## src/rtl/dec3to8_case.sv

```systemverilog
// dec3to8_case: registered 3-to-8 one-hot decoder with enable and a polarity parameter.
// Optional hold behaviour is selected with the DEC3TO8_HOLD_EN macro.
// - Undefined (default): en == 0 clears the output to all-inactive.
// - Defined: en == 0 keeps the last decoded value.
// State is kept active-high internally. Polarity is applied after the register,
// so the reset value also follows ACTIVE_LOW.
module dec3to8_case #(
   parameter bit ACTIVE_LOW = 1'b0
) (
   input  logic       clk,
   input  logic       rst_n,
   input  logic       en,
   input  logic [2:0] in,
   output logic [7:0] out
);

   logic [7:0] code_dec;  // decode of in alone
   logic [7:0] dec;       // en-gated decode
   logic [7:0] dec_d;
   logic [7:0] dec_q;

   // Explicit decode of every code.
   // Anything not matching a legal code (X/Z) falls to all-zero.
   always_comb begin
      code_dec = 8'h00;
      case (in)
         3'd0:    code_dec = 8'h01;
         3'd1:    code_dec = 8'h02;
         3'd2:    code_dec = 8'h04;
         3'd3:    code_dec = 8'h08;
         3'd4:    code_dec = 8'h10;
         3'd5:    code_dec = 8'h20;
         3'd6:    code_dec = 8'h40;
         3'd7:    code_dec = 8'h80;
         default: code_dec = 8'h00;
      endcase
   end

   // Gate with en. An unresolved en selects nothing.
   always_comb begin
      dec = 8'h00;
      case (en)
         1'b1:    dec = code_dec;
         default: dec = 8'h00;
      endcase
   end

`ifdef DEC3TO8_HOLD_EN
   // en == 0 holds the previous value; an unresolved en still clears.
   always_comb begin
      dec_d = dec;
      case (en)
         1'b0:    dec_d = dec_q;
         default: dec_d = dec;
      endcase
   end
`else
   // en == 0 clears to all-inactive through the gated decode.
   always_comb begin
      dec_d = dec;
   end
`endif

   // Output register with asynchronous clear.
   // Reset also discards any held value.
   always_ff @(posedge clk or negedge rst_n) begin
      if (!rst_n) dec_q <= 8'h00;
      else        dec_q <= dec_d;
   end

   assign out = ACTIVE_LOW ? ~dec_q : dec_q;

   // At most one line is ever selected.
   a_onehot0 : assert property (@(posedge clk) disable iff (!rst_n) $onehot0(dec_q));

`ifndef DEC3TO8_HOLD_EN
   // Without hold, a disabled cycle always produces all-inactive on the next edge.
   a_dis_clear : assert property (@(posedge clk) disable iff (!rst_n)
                                  (en == 1'b0) |=> (dec_q == 8'h00));
`endif

endmodule

```

## config.mk

```make
export PLATFORM = sky130hd
export DESIGN_NAME = dec3to8_case
export DESIGN_NICKNAME = d
export VERILOG_FILES = /design/src/rtl/dec3to8_case.sv
export SDC_FILE = /design/constraint.sdc
export NUM_CORES = 1
export LEC_CHECK = 0
export ABC_CLOCK_PERIOD_IN_PS = 1200
export BUFFER_PORTS_ARGS = -buffer_cell sky130_fd_sc_hd__buf_2
export CORE_AREA = 2 2 39 41
export DETAILED_ROUTE_END_ITERATION = 7
export DIE_AREA = 0 0 41 43
export PLACE_DENSITY = 0.42
export SYNTH_ARGS = -nofsm -noshare
export SYNTH_HDL_FRONTEND = slang
export SYNTH_SLANG_ARGS = --single-unit
```

## constraint.sdc

```tcl
create_clock -name clk -period 1.2 [get_ports clk]
set_input_delay 0.36 -clock clk [delete_from_list [all_inputs] [get_ports clk]]
set_output_delay 0.36 -clock clk [all_outputs]
set_load 0.01 [all_outputs]
```

==> summary.md <==
| Metric | Value |
|---|---|
| First-pass GRT wire length | approximately 800 um |
| Vias/cell | 4.00 |
| Most frequent cells in the layout | 13 x buf_2, 8 x dfrtp_1, 3 x and4b_2, 3 x and4bb_2, 3 x clkbuf_4 |
| Period utilization | between 90% and 100% |
| Max-slew headroom | 87.4% |
| Levels on crit path | 1 |
| Commonest non-fill, non-tap cell in the layout | buf_2 |
| Die X | ~41 um |
| Slowest CP cell | dfrtp_1 |
| Final nets | about 40 |
| Layout cells sized above 1 | about 73% |
| Clk sinks | 8 |
| Sequential Power Share | 54.3% |
| Internal power | a little over 0.4 mW |
| Post-synthesis area per instance | about 19 um2 |
| Final setup viols | 0 |
| Clock-pin slew on the worst setup and hold paths | around 50 ps |
| Clock root buffer | clkbuf_4 |
| Post-route insts no fill | a little under 50 |
| Yosys Warn Count | 0 |
| ANT cells | 0 |
| GRT overflow | 0 |
| Post-DR wirelength/cell | roughly 11 um |
| Sw Ratio | between 15 and 20% |
| Drt first-iter violations | 0 |
| Initial antenna violation count | 0 |
| Post-CTS Resized | 0 |
| I/O pin cnt | 14 |
| Die area | around 1800 um2 |
| Residual DRC | 0 |
| HPWL after detailed placement | just over 400 um |
| RSZ-0062 raised after global routing | no |
| GP Congestion | 0.651 |
| Worst-margin pin slew | around 190 ps |
| DIE HEIGHT | between 40 and 50 um |
| H-tree depth reported by CTS | 1 |
| Syn-to-layout area delta | 39.7% |
| NetSw | roughly 0.10 mW |
| Ranking of synthesized cells by area | dfrtp_1 68%, and4bb_2 13%, and4b_2 11% |
| Register bit total from synthesis | 8 |
| GRT Overall Usage | 8.12% |
| Hold WC Path Type | input port to register |
| Clock buffer depth | 2 |
| Syn Nets | 22 |
| Critical path, cell by cell | buf_2 |
| TritonCTS buffer count | 3 |
| Startpoint Class | register |
| PwrDens | around 1200 nW/um2 |
| Number of flip-flops in the largest register | 8 |
| Max-cap check violation count | 0 |
| Slowest stage delay, CP | roughly 360 ps |
| Fillers | ~160 |
| Bufs and invs on worst path | 1 |
| Crit path time final | between 1000 and 1500 ps |
| Pleak | 0.224 nW |
| Starting Density | 21.4% |
| Worst Path Max Fanout | 1 |
| Largest net degree at the start of global routing | 9 |
| Peak supply drop | 0.215 mV |
| First-pass iteration count of the detailed router | 1 |
| Synth area leader | dfrtp_1 |
| PortBufs | 13 |
| Worst Setup End Kind | output pin |
| Register area share after synthesis | ~68% |
| Status | complete, no violations |
| Vias in the first global route | 182 |
| Hold Path End | out[0]$_DFF_PN0_ |
| Drt total wl | approximately 520 um |
| CTS tree | done |
| Mapped Area | between 200 and 300 um2 |
| Hold path start | in[1] |
| Worst EP arrival | about 740 ps |
| Hold Crit Depth | 2 |
| Peak Freq | a little over 900 MHz |
| Post-Place Cells | 45 |
| Critical path type | register to output pin |
| Fin. max-slew vios | 0 |
| Mapped Cells | 16 |
| Gate power share | approximately 8.9% |
| Antenna-violating nets left | 0 |
| Total power | between 0.5 and 0.6 mW |
| Final Hold Fails | 0 |
| Synth top area share | 67.5% |
| Via Count | ~200 |
| # rows | 14 |
| Core Box Area | approximately 1400 um2 |
| Fin Setup TNS | 0 ps |
| Clk pwr share | a little under two fifths |
| Req. time, crit path | about 840 ps |
| Synth cell types | 5 |
| Critical path's top delay family | flip-flops |
power by group through the flow:
| stage | clock, mW | combinational [mW] | sequential [mW] |
|---|---|---|---|
| after floorplan | 0 | 0.0105 | 0.287 |
| after global placement | 0 | 0.0428 | 0.283 |
| after detailed placement | 0 | 0.0441 | 0.283 |
| after CTS | 0.200 | 0.0468 | 0.279 |
| after global routing | 0.228 | 0.0518 | 0.278 |
| final | 0.189 | 0.0459 | 0.279 |
cells by family (layout without fill, tap and decap cells):
| logic type | after synthesis | after routing | synth area share, % |
|---|---|---|---|
| buf+inv | 0 | 17 | 0 |
| simple gates | 8 | 8 | 32.5 |
| flops | 8 | 8 | 67.5 |
Yosys cell counts (all sizes together):
master,instances
and4,1
and4b,3
and4bb,3
dfrtp,8
nor4b,1
how the worst max path moves through the flow:
stage                     slack (ps)        startpoint               end
final                            100  out[5]$_DFF_PN0_            out[5]
after global routing              60  out[5]$_DFF_PN0_            out[5]
after CTS                         90  out[5]$_DFF_PN0_            out[5]
after detailed placement         320             in[2]  out[1]$_DFF_PN0_
after global placement           330             in[2]  out[2]$_DFF_PN0_
after floorplan                  460  out[0]$_DFF_PN0_            out[0]
what timing repair did:
action,CTS,global route
endpoints found under the hold margin,8,0
hold buffers,1,0
buffers inserted,0,0
metrics by stage:
step | utilization, % | setup WS, ps | hold slack (ps) | instance area, um2
after floorplan | - | 464 | 64.4 | 297
after global placement | 27.6 | 329 | 201 | 382
after detailed placement | 27.6 | 318 | 203 | 382
after CTS | 29.9 | 85.7 | 346 | 414
after global routing | 29.9 | 55.2 | 349 | 414
final | 29.9 | 103 | 356 | 414
cell type report:
type / count / area (um2) / area share, %
Multi-Input combinational cell: 8 / 96.3 / 23.3
Tap cell: 16 / 20.0 / 4.83
Sequential cell: 8 / 200 / 48.3
Timing Repair Buffer: 14 / 75.1 / 18.1
Clock buffer: 3 / 22.5 / 5.44
per-layer routing:
layer	part of all wire [%]	track usage, %	routed length, um
met5	0	0	0
met1	42	8.67	218
met2	39	8.44	205
met4	3.7	14.0	19
met3	15	3.14	77
(Power assumes the default switching activity.)
